<file path="src/rtl/mul_pipe_stream.sv">
// rtl/mul_pipe_stream.sv - pipelined valid/ready integer multiplier, optional MAC under MUL_PIPE_ACC_EN
// One global advance freezes every stage on an output stall; bubbles are never compressed.
module mul_pipe_stream #(
   parameter int A_WIDTH   = 16,
   parameter int B_WIDTH   = 8,
   parameter int P_WIDTH   = 24,
   parameter int NUM_STAGE = 4
) (
   input  logic               clk,
   input  logic               reset_n,
   input  logic               in_valid,
   output logic               in_ready,
   input  logic [A_WIDTH-1:0] in_a,
   input  logic [B_WIDTH-1:0] in_b,
   input  logic               in_signed,
   input  logic               in_last,
   output logic               out_valid,
   input  logic               out_ready,
   output logic [P_WIDTH-1:0] out_p,
   output logic               out_last
);

   localparam int DLY = NUM_STAGE - 2;

   logic               advance;
   logic [A_WIDTH-1:0] a_q;
   logic [B_WIDTH-1:0] b_q;
   logic               signed_q;
   logic               last_q;
   logic               valid_q;
   logic [A_WIDTH:0]   a_x;
   logic [B_WIDTH:0]   b_x;
   logic [P_WIDTH-1:0] a_p;
   logic [P_WIDTH-1:0] b_p;
   logic [P_WIDTH-1:0] prod;
   logic [P_WIDTH-1:0] feed_p;
   logic               feed_v;
   logic               feed_l;

   assign advance  = !out_valid || out_ready;
   assign in_ready = advance;

   always_ff @(posedge clk or negedge reset_n) begin
      if (!reset_n) begin
         valid_q  <= 1'b0;
         a_q      <= '0;
         b_q      <= '0;
         signed_q <= 1'b0;
         last_q   <= 1'b0;
      end else if (advance) begin
         valid_q  <= in_valid;
         a_q      <= in_a;
         b_q      <= in_b;
         signed_q <= in_signed;
         last_q   <= in_last;
      end
   end

   // One extra bit makes both modes a signed multiply; extending to P_WIDTH before
   // multiplying gives exactly the wrapped or sign/zero-extended product.
   assign a_x  = {a_q[A_WIDTH-1] & signed_q, a_q};
   assign b_x  = {b_q[B_WIDTH-1] & signed_q, b_q};
   assign a_p  = P_WIDTH'($signed(a_x));
   assign b_p  = P_WIDTH'($signed(b_x));
   assign prod = a_p * b_p;

   generate
      if (DLY == 0) begin : g_direct
         assign feed_p = prod;
         assign feed_v = valid_q;
         assign feed_l = last_q;
      end else begin : g_delay
         logic [P_WIDTH-1:0] dp [DLY];
         logic [DLY-1:0]     dv;
         logic [DLY-1:0]     dl;

         always_ff @(posedge clk or negedge reset_n) begin
            if (!reset_n) begin
               for (int i = 0; i < DLY; i++) begin
                  dp[i] <= '0;
               end
               dv <= '0;
               dl <= '0;
            end else if (advance) begin
               dp[0] <= prod;
               dv[0] <= valid_q;
               dl[0] <= last_q;
               for (int i = 1; i < DLY; i++) begin
                  dp[i] <= dp[i-1];
                  dv[i] <= dv[i-1];
                  dl[i] <= dl[i-1];
               end
            end
         end

         assign feed_p = dp[DLY-1];
         assign feed_v = dv[DLY-1];
         assign feed_l = dl[DLY-1];
      end
   endgenerate

`ifdef MUL_PIPE_ACC_EN
   logic [P_WIDTH-1:0] acc;
   logic [P_WIDTH-1:0] acc_sum;

   assign acc_sum = acc + feed_p;

   // Only group-closing beats emit; the accumulator restarts in the same advance.
   always_ff @(posedge clk or negedge reset_n) begin
      if (!reset_n) begin
         acc       <= '0;
         out_valid <= 1'b0;
         out_p     <= '0;
         out_last  <= 1'b0;
      end else if (advance) begin
         out_valid <= feed_v && feed_l;
         if (feed_v) begin
            if (feed_l) begin
               out_p    <= acc_sum;
               out_last <= 1'b1;
               acc      <= '0;
            end else begin
               acc <= acc_sum;
            end
         end
      end
   end
`else
   always_ff @(posedge clk or negedge reset_n) begin
      if (!reset_n) begin
         out_valid <= 1'b0;
         out_p     <= '0;
         out_last  <= 1'b0;
      end else if (advance) begin
         out_valid <= feed_v;
         out_p     <= feed_p;
         out_last  <= feed_l;
      end
   end
`endif

endmodule
</file>
<file path="config.mk">
export PLATFORM = sky130hd
export DESIGN_NAME = mul_pipe_stream
export DESIGN_NICKNAME = d
export VERILOG_FILES = /design/src/rtl/mul_pipe_stream.sv
export SDC_FILE = /design/constraint.sdc
export NUM_CORES = 1
export LEC_CHECK = 0
export BUFFER_PORTS_ARGS = -buffer_cell sky130_fd_sc_hd__buf_2
export CORE_MARGIN = 1
export CORE_UTILIZATION = 42
export DETAILED_ROUTE_END_ITERATION = 6
export PLACE_DENSITY = 0.64
export SYNTH_ARGS = -nofsm -noshare
export SYNTH_HDL_FRONTEND = slang
export SYNTH_SLANG_ARGS = --single-unit
export TNS_END_PERCENT = 50
</file>
<file path="constraint.sdc">
create_clock -name clk -period 4.87 [get_ports clk]
set_input_delay 0.2435 -clock clk [delete_from_list [all_inputs] [get_ports clk]]
set_output_delay 0.2435 -clock clk [all_outputs]
set_load 0.01 [all_outputs]
</file>
==> results.cfg, run 1 <==
[sta]
final.setup.worst_slack_ps = -78.83
post-route-period-util_pct = 101.6
report.final.hold_viol_count = 45
skew_ps = 11.91
finalMaxSlewViolations = 0
slew_headroom_pct = 45.70
fmax_mhz = 202.1
worst_pin_slew_ps = 814.4
hold_slack_ps = -22.61
period_needed_ps = 4949
rsz0062_at_grt = true
setup_viol = 3

[final_layout]
area_growth_syn_to_layout_pct = 15.90
fillers = 1945
multi_input_area_um2 = 5751
drive_above_1_share_pct = 16.95
antenna_cells = 0
fin_cells = 1326
nets = 1249
final_common_cell = nand2_1
final_cell_mix = nand2_1 (332), fa_1 (118), dfrtp_1 (101)
seq_area_um2 = 2633

[detailed_routing]
vias = 6466
dr.pass1.iters = 4
drtAntennaViolNets = 0
wl_um = 18370
wl_per_cell_um = 13.85
drc_errors = 0
drt-initial-drc-count = 263
viasPerCell = 4.876

[logic_synthesis]
syn-cell-area_um2 = 8792
seq_area_frac_synth_pct = 29.88
syn_area_per_cell_um2 = 9.008
yosys_warnings = 0
yosysUniqueCellTypes = 41
async_flop_share_pct = 100.0
synth_edf_count = 0
synth-seq-cells = 105
synthFlopType = dfrtp_1
synth_fp_nets = 1174
synthCells = 976

[global_route]
first_global_vias = 6698
antenna_found_initial = 0
met1_usage_pct = 22.77
grt.overflow.total = 0
use_met3_pct = 3.000
use_met2_pct = 32.25
track_usage_pct = 18.26
grt_max_degree = 69
grt_pass1_wl_um = 31420
top_usage_layer = met2

[die]
initial_core_util_pct = 43.17
ioPinCount = 57
dieArea_um2 = 21520
core-area_um2 = 20360
die_w_um = 146.7
rows = 52
die_h_um = 146.7

[setup_path]
regToRegStartpoint = b_q[4]
critPathCapture = g_delay.dp[46]
reg2reg_to = g_delay.dp[46]
cp.depth = 18
cp.arrival_ps = 5200
reg2reg_depth = 18
path_common_cell = fa_1
crit_type = reg -> reg
critPathMaxStageDelay_ps = 530
cp_cell_sequence = and2_4 > fa_1 > inv_2 > fa_1 > inv_1 > fa_1 > fa_1 > inv_2 > fa_1 > inv_2 > ha_4 > a21o_1 > a21oi_2 > a21oi_2 > o32a_4 > a21oi_4 > o22ai_2 > mux2_4
critPathCaptureType = register
reg2reg_slack_ps = -80
critPathLaunch = b_q[4]
cp_slowest_cell = fa_1
crit_buf_inv = 4
cp_max_fo = 4
critPathTopFamily = adder cells
crit_required_ps = 5120
start_kind = register

[clocking]
htreeDepth = 3
cts-root-buf = clkbuf_16
clock_sinks = 105
cts_buffers = 9
cts_tree = built
clk_transition_reported_paths_ps = 80
clk_latency_ps = 360
cts_buffer_depth = 2
hold_buffers = 0

[placed_design]
dp_hpwl_um = 13790
portBuffers = 56
gp_congestion = 0.8336
dp.cells = 1297

[flow_run]
cap_violations = 0

[hold_path]
hold_class = in -> async

[outcome]
failed_checks = negative hold slack, negative setup slack
status = finished, violations left
==> area by class of cell <==
class                      instances  area share (%)
multi-input combinational        712           56.43
sequential                       105           25.83
timing repair buffer             119           7.699
inverter                         104           3.843
tap                              270           3.315
clock buffer                      10           2.247
clock inverter                     6          0.6262
==> layer usage <==
metal | part of all wire, % | wire [um] | vias up
met5 | 0 | 0 | -
met4 | 1.8 | 333 | 0
met3 | 2.8 | 520 | 27
met2 | 53 | 9673 | 94
met1 | 43 | 7838 | 3235
li1 | - | - | 3110
==> stage by stage <==
step                setup TNS, ps  setup WS [ps]  util (%)  hold slack [ps]  cell area (um2)
floorplan                  -37.81         -37.81         -           -52.09             8845
global placement           -83.62         -61.59     47.22            398.3             9615
detailed placement         -245.5         -106.6     47.22            398.5             9615
CTS                        -116.5         -65.77     48.93            7.350             9965
global route                -1714         -265.0     50.04            53.37            10190
finish                     -119.0         -78.83     50.04           -22.61            10190
==> sequential cells by signal, indices dropped and copies added, names as in the netlist <==
register / count
valid_q: 1
out_p: 24
g_delay.dp: 24
g_delay.dv: 2
signed_q: 1
out_last: 1
b_q: 8
last_q: 1
a_q: 16
out_valid: 1
feed_p: 24
g_delay.dl: 2
==> synthesized netlist by cell type, types with 4 or more instances <==
| cell | count | area share (%) |
|---|---|---|
| fa_1 | 119 | 27 |
| clkbuf_1 | 55 | 2.3 |
| nor2_1 | 29 | 1.2 |
| xnor2_1 | 15 | 1.5 |
| o21ai_0 | 5 | 0.28 |
| inv_1 | 103 | 4.4 |
| nand3_1 | 6 | 0.34 |
| nand2_1 | 333 | 14 |
| o21ai_1 | 11 | 0.63 |
| or2_1 | 4 | 0.28 |
| and3_1 | 4 | 0.28 |
| and2_1 | 67 | 4.8 |
| a21oi_1 | 26 | 1.5 |
| xor2_1 | 6 | 0.60 |
| ha_1 | 49 | 7.0 |
| dfrtp_1 | 105 | 30 |
==> repair_timing <==
item | CTS | global route
gates resized for setup | 7 | 32
endpoints found under the setup margin | 6 | 11
pin swaps | 1 | 12
setup buffers | 5 | 8
==> logic make-up after synthesis <==
kind of cell / after synthesis / share of synthesized area, %
simple gates: 461 / 22.57
fa+ha+maj: 168 / 34.07
buf+inv: 159 / 6.788
flops: 105 / 29.88
compound gates: 61 / 4.426
xor+xnor: 21 / 2.092
mux: 1 / 0.1707
==> how the worst min path moves through the flow <==
stage / from / endpoint / slack, ps / cells past startpoint
after global placement: reset_n / out_p[6] / 400 / 1
after global routing: reset_n / g_delay.dv[1] / 50 / 1
after CTS: reset_n / out_p[5] / 7 / 1
final: reset_n / out_p[5] / -20 / 1
after detailed placement: reset_n / out_p[5] / 400 / 1
after floorplan: reset_n / a_q[0] / -50 / 0
Power of run 1 is left out: the tool's default activity adds up to more than one toggle a clock period on the data nets, which glitch-free logic cannot reach.
==> run 2: changes to the inputs <==
--- a/config.mk
+++ b/config.mk
@@ -5,6 +5,7 @@
 export SDC_FILE = /design/constraint.sdc
 export NUM_CORES = 1
 export LEC_CHECK = 0
+export ABC_AREA = 1
 export BUFFER_PORTS_ARGS = -buffer_cell sky130_fd_sc_hd__buf_2
 export CORE_MARGIN = 1
 export CORE_UTILIZATION = 42
==> run 2 against run 1 <==
The flow now finishes without violations. Global-route usage rose by 1.6 points. Clock skew increased by 1.9 ps. Non-clock buffer count decreased by 30. Critical path type unchanged. Largest cell class unchanged.
==> results.cfg, run 2 <==
[setup_path]
cp.depth = 17
cp.arrival_ps = 4890
path_common_cell = fa_1
crit_type = reg -> reg
reg2reg_slack_ps = 230
critPathMaxStageDelay_ps = 640
regToRegStartpoint = a_q[10]
start_kind = register
reg2reg_depth = 17
critPathCaptureType = register
critPathTopFamily = adder cells
cp_slowest_cell = dfrtp_1
cp_max_fo = 9
reg2reg_to = g_delay.dp[46]
crit_buf_inv = 2
critPathCapture = g_delay.dp[46]
cp_cell_sequence = nand2_1 > fa_1 > inv_1 > fa_1 > fa_1 > fa_1 > ha_1 > ha_1 > nand2_2 > nor2_2 > inv_2 > nor2_2 > nand3_1 > nand3_1 > nand2_1 > nand3_1 > nand2_1
crit_required_ps = 5120
critPathLaunch = a_q[10]

[global_route]
grt.overflow.total = 0
grt_max_degree = 103
met1_usage_pct = 25.86
top_usage_layer = met2
antenna_found_initial = 0
grt_pass1_wl_um = 34670
use_met2_pct = 33.76
use_met3_pct = 3.848
first_global_vias = 7063
track_usage_pct = 19.83

[die]
initial_core_util_pct = 43.40
rows = 53
core-area_um2 = 21350
dieArea_um2 = 22660
die_h_um = 150.5
ioPinCount = 57
die_w_um = 150.5

[detailed_routing]
drt-initial-drc-count = 387
drc_errors = 0
wl_per_cell_um = 13.98
wl_um = 20850
drtAntennaViolNets = 0
viasPerCell = 4.790
vias = 7142
dr.pass1.iters = 5

[placed_design]
dp_hpwl_um = 16150
placed_area_um2 = 9936
gp_congestion = 0.9068
portBuffers = 56

[logic_synthesis]
syn_area_per_cell_um2 = 7.948
synth_fp_nets = 1364
synthCells = 1166
yosysTopAreaCellShare_pct = 28.35
synth.most_common_cell = nand2_1
syn-cell-area_um2 = 9268
synth_commonest_cells = nand2_1 (469), inv_1 (215), fa_1 (119), dfrtp_1 (105), ha_1 (49)
synth_top_cell_by_area = dfrtp_1
ys_top_cells_by_area = dfrtp_1 (28%), fa_1 (26%), nand2_1 (19%), inv_1 (8.7%), ha_1 (6.6%)
yosys_warnings = 0
async_flop_share_pct = 100.0
synth-seq-cells = 105
synth_edf_count = 0
synthFlopType = dfrtp_1
yosysUniqueCellTypes = 36
seq_area_frac_synth_pct = 28.35

[sta]
finalMaxSlewViolations = 0
slew_headroom_pct = 31.28
setup_viol = 0
skew_ps = 13.78
post-route-period-util_pct = 95.25
rsz0062_at_grt = false
worst_pin_slew_ps = 1031
period_needed_ps = 4639
report.final.hold_viol_count = 0
fmax_mhz = 215.6
hold_slack_ps = 77.63
fin_setup_tns_ps = 0

[final_layout]
final_common_cell = nand2_1
area_growth_syn_to_layout_pct = 10.76
fin_area_um2 = 10260
nets = 1409
drive_above_1_share_pct = 11.60
final_cell_mix = nand2_1 (468), inv_1 (213), fa_1 (119)
fillers = 2114
antenna_cells = 0

[clocking]
clk_transition_reported_paths_ps = 90
clock_sinks = 105
cts_buffers = 9
cts_tree = built
clk_latency_ps = 360
cts_buffer_depth = 2
htreeDepth = 3
cts-root-buf = clkbuf_16

[outcome]
status = finished, final reports clean

[hold_path]
hold_class = in -> reg

[flow_run]
cap_violations = 0
run 2: layer usage:
layer  vias up  share of wire [%]
li1       3481                  -
met1      3480                 44
met5         -                  0
met4         0                1.4
met2       162                 49
met3        19                5.5
run 2: cell type report:
type	count	area [um2]	area share, %
inverters	221	833.3	8.118
well taps	275	344.1	3.352
clock inverters	6	62.56	0.6095
repair buffers	89	570.5	5.558
clock buffers	10	229.0	2.231
multi-input cells	785	5593	54.49
flip-flops and latches	105	2633	25.65
run 2: how the worst min path moves through the flow:
stage / cells after the start / slack (ps) / to / from
floorplan: 0 / -50 / a_q[0] / reset_n
global placement: 1 / 300 / out_p[6] / reset_n
detailed placement: 1 / 300 / out_p[7] / reset_n
CTS: 3 / 70 / a_q[7] / in_a[7]
global route: 3 / 80 / a_q[5] / in_a[5]
finish: 3 / 80 / a_q[15] / in_a[15]
run 2: kinds of logic after synthesis:
| logic type | after synthesis | synth area share [%] |
|---|---|---|
| and+or+nand+nor | 561 | 24.29 |
| buffers and inverters | 276 | 11.54 |
| adders and majority gates | 168 | 32.32 |
| DFF | 105 | 28.35 |
| AOI/OAI and AO/OA | 48 | 2.741 |
| xor gates and xnor gates | 8 | 0.7561 |
run 2: stage by stage:
step,instances,setup slack [ps],util (%)
after global routing,1491,13.52,48.07
after global placement,1473,158.1,46.53
after detailed placement,1473,119.2,46.53
after CTS,1490,86.52,47.94
final,1491,231.2,48.07
after floorplan,1166,221.4,-
run 2: worst reg2reg max path, stage by stage (launching register included):
cell     delay, ps
dfrtp_1        640
nand2_1        190
fa_1           510
inv_1           50
fa_1           480
fa_1           590
fa_1           470
ha_1           300
ha_1           380
nand2_2        100
nor2_2         190
inv_2           50
nor2_2         160
nand3_1        140
nand3_1        110
nand2_1         50
nand3_1         70
nand2_1         50
run 2: repair_timing:
action	4_1_cts	5_1_grt
setup endpoints to repair	0	7
gates resized for setup	0	12
hold endpoints to repair	44	0
buffers inserted	0	1
hold buffers	1	0
Power of run 2 is left out for the same reason.
==> run 3: changes to the inputs <==
--- a/config.mk
+++ b/config.mk
@@ -6,11 +6,11 @@
 export NUM_CORES = 1
 export LEC_CHECK = 0
 export ABC_AREA = 1
-export BUFFER_PORTS_ARGS = -buffer_cell sky130_fd_sc_hd__buf_2
+export BUFFER_PORTS_ARGS = -buffer_cell sky130_fd_sc_hd__clkbuf_2
 export CORE_MARGIN = 1
 export CORE_UTILIZATION = 42
 export DETAILED_ROUTE_END_ITERATION = 6
-export PLACE_DENSITY = 0.64
+export PLACE_DENSITY = 0.69
 export SYNTH_ARGS = -nofsm -noshare
 export SYNTH_HDL_FRONTEND = slang
 export SYNTH_SLANG_ARGS = --single-unit
==> run 3 against run 2 <==
Register-to-register slack worse by 30 ps. Worst setup slack got worse by 30 ps. Cell count up 0.34%. Die area did not move. Via count grew 0.18%. Routed wire length fell by 1.3%. Flip-flop and latch count did not move. Maximum frequency is 0.65% lower. Count of clock-buffer cells in the layout fell by 1. Largest cell class unchanged. Highest routed layer unchanged.
==> results.cfg, run 3 (same netlist as run 2, synthesis figures left out) <==
[outcome]
status = finished, final reports clean

[detailed_routing]
vias = 7155
wl_per_cell_um = 13.76
dr.pass1.iters = 5
drtAntennaViolNets = 0
viasPerCell = 4.783
drc_errors = 0
wl_um = 20590
drt-initial-drc-count = 316

[clocking]
cts-root-buf = clkbuf_16
clock_sinks = 105
cts_buffer_depth = 2
clk_latency_ps = 370
cts_buffers = 9
clk_transition_reported_paths_ps = 90
cts_tree = built
htreeDepth = 3

[final_layout]
drive_above_1_share_pct = 13.43
nets = 1414
fillers = 2058
final_cell_mix = nand2_1 (466), inv_1 (213), fa_1 (119)
antenna_cells = 0
fin_area_um2 = 10430
area_growth_syn_to_layout_pct = 12.57
final_common_cell = nand2_1

[setup_path]
cp_slowest_cell = fa_1
crit_buf_inv = 4
cp_cell_sequence = buf_4 > buf_4 > nand2_1 > fa_1 > inv_1 > fa_1 > fa_1 > fa_1 > ha_1 > ha_1 > nand2_2 > nor2_4 > inv_2 > nor2_2 > nand3_1 > nand3_1 > nand2_1 > nand3_1 > nand2_1
reg2reg_depth = 19
start_kind = register
cp_max_fo = 7
regToRegStartpoint = b_q[0]
critPathCapture = g_delay.dp[46]
cp.arrival_ps = 4910
critPathLaunch = b_q[0]
reg2reg_slack_ps = 200
critPathTopFamily = adder cells
crit_type = reg -> reg
reg2reg_to = g_delay.dp[46]
critPathCaptureType = register
path_common_cell = fa_1
critPathMaxStageDelay_ps = 560
crit_required_ps = 5110
cp.depth = 19

[die]
die_h_um = 150.5
dieArea_um2 = 22660
rows = 53
die_w_um = 150.5
initial_core_util_pct = 43.40
ioPinCount = 57
core-area_um2 = 21350

[global_route]
grt_max_degree = 103
first_global_vias = 7218
track_usage_pct = 19.83
grt_pass1_wl_um = 35090
grt.overflow.total = 0
antenna_found_initial = 0

[placed_design]
dpl_worst_slack_ps = 6.271
dp_hpwl_um = 15900
gp_congestion = 0.8814
portBuffers = 56
placed_area_um2 = 9931

[sta]
skew_ps = 14.85
setup_viol = 0
finalMaxSlewViolations = 0
fmax_mhz = 214.2
report.final.hold_viol_count = 0
post-route-period-util_pct = 95.87
period_needed_ps = 4669
final.setup.worst_slack_ps = 201.0
fin_setup_tns_ps = 0
worst_pin_slew_ps = 1030
slew_headroom_pct = 31.35

[hold_path]
hold_class = in -> reg

[flow_run]
cap_violations = 0
==> run 3: metrics by stage <==
stage	utilization (%)	instances	hold slack [ps]
after floorplan	-	1166	-52.09
after global placement	46.51	1474	361.6
after detailed placement	46.51	1474	365.4
after CTS	48.04	1491	68.40
after global routing	48.86	1496	87.21
final	48.86	1496	76.21
==> run 3: worst min-delay path by stage <==
stage             start       end  slack, ps  depth (start not counted)
5_1_grt         in_a[5]    a_q[5]         90                          3
2_1_floorplan   reset_n    a_q[0]        -50                          0
4_1_cts        in_a[15]   a_q[15]         70                          3
3_3_place_gp    reset_n  out_p[6]        360                          1
3_5_place_dp    reset_n  out_p[5]        370                          1
6_report       in_a[15]   a_q[15]         80                          3
==> run 3: metal layers <==
metal  wire (um)  vias to the layer above  track usage [%]
met1        9035                     3474            26.46
met2       10280                      167            33.69
li1            -                     3498                -
met5           0                        -                0
met3        1018                       16            2.515
met4         255                        0            5.707
==> run 3: area by class of cell <==
| class | count | area [um2] | area share, % |
|---|---|---|---|
| multi-input cells | 785 | 5700 | 54.64 |
| clock buffers | 9 | 225.2 | 2.159 |
| flip-flops and latches | 105 | 2639 | 25.29 |
| well taps | 275 | 344.1 | 3.298 |
| clock inverters | 7 | 91.34 | 0.8755 |
| repair buffers | 94 | 599.3 | 5.745 |
| inverters | 221 | 833.3 | 7.988 |
==> run 3: what timing repair did <==
item / 4_1_cts / 5_1_grt
gates cloned: 0 / 0
hold buffers: 1 / 0
gates resized for setup: 1 / 34
buffers inserted: 0 / 5
endpoints found under the hold margin: 55 / 0
endpoints found under the setup margin: 2 / 12
pin swaps: 0 / 0
==> run 3: worst register-to-register path, cell delays in order (launching register included) <==
cell,delay [ps]
dfrtp_1,430
buf_4,150
buf_4,160
nand2_1,100
fa_1,560
inv_1,60
fa_1,490
fa_1,560
fa_1,470
ha_1,300
ha_1,380
nand2_2,110
nor2_4,150
inv_2,50
nor2_2,140
nand3_1,130
nand3_1,110
nand2_1,50
nand3_1,70
nand2_1,80
Power of run 3 is left out for the same reason.
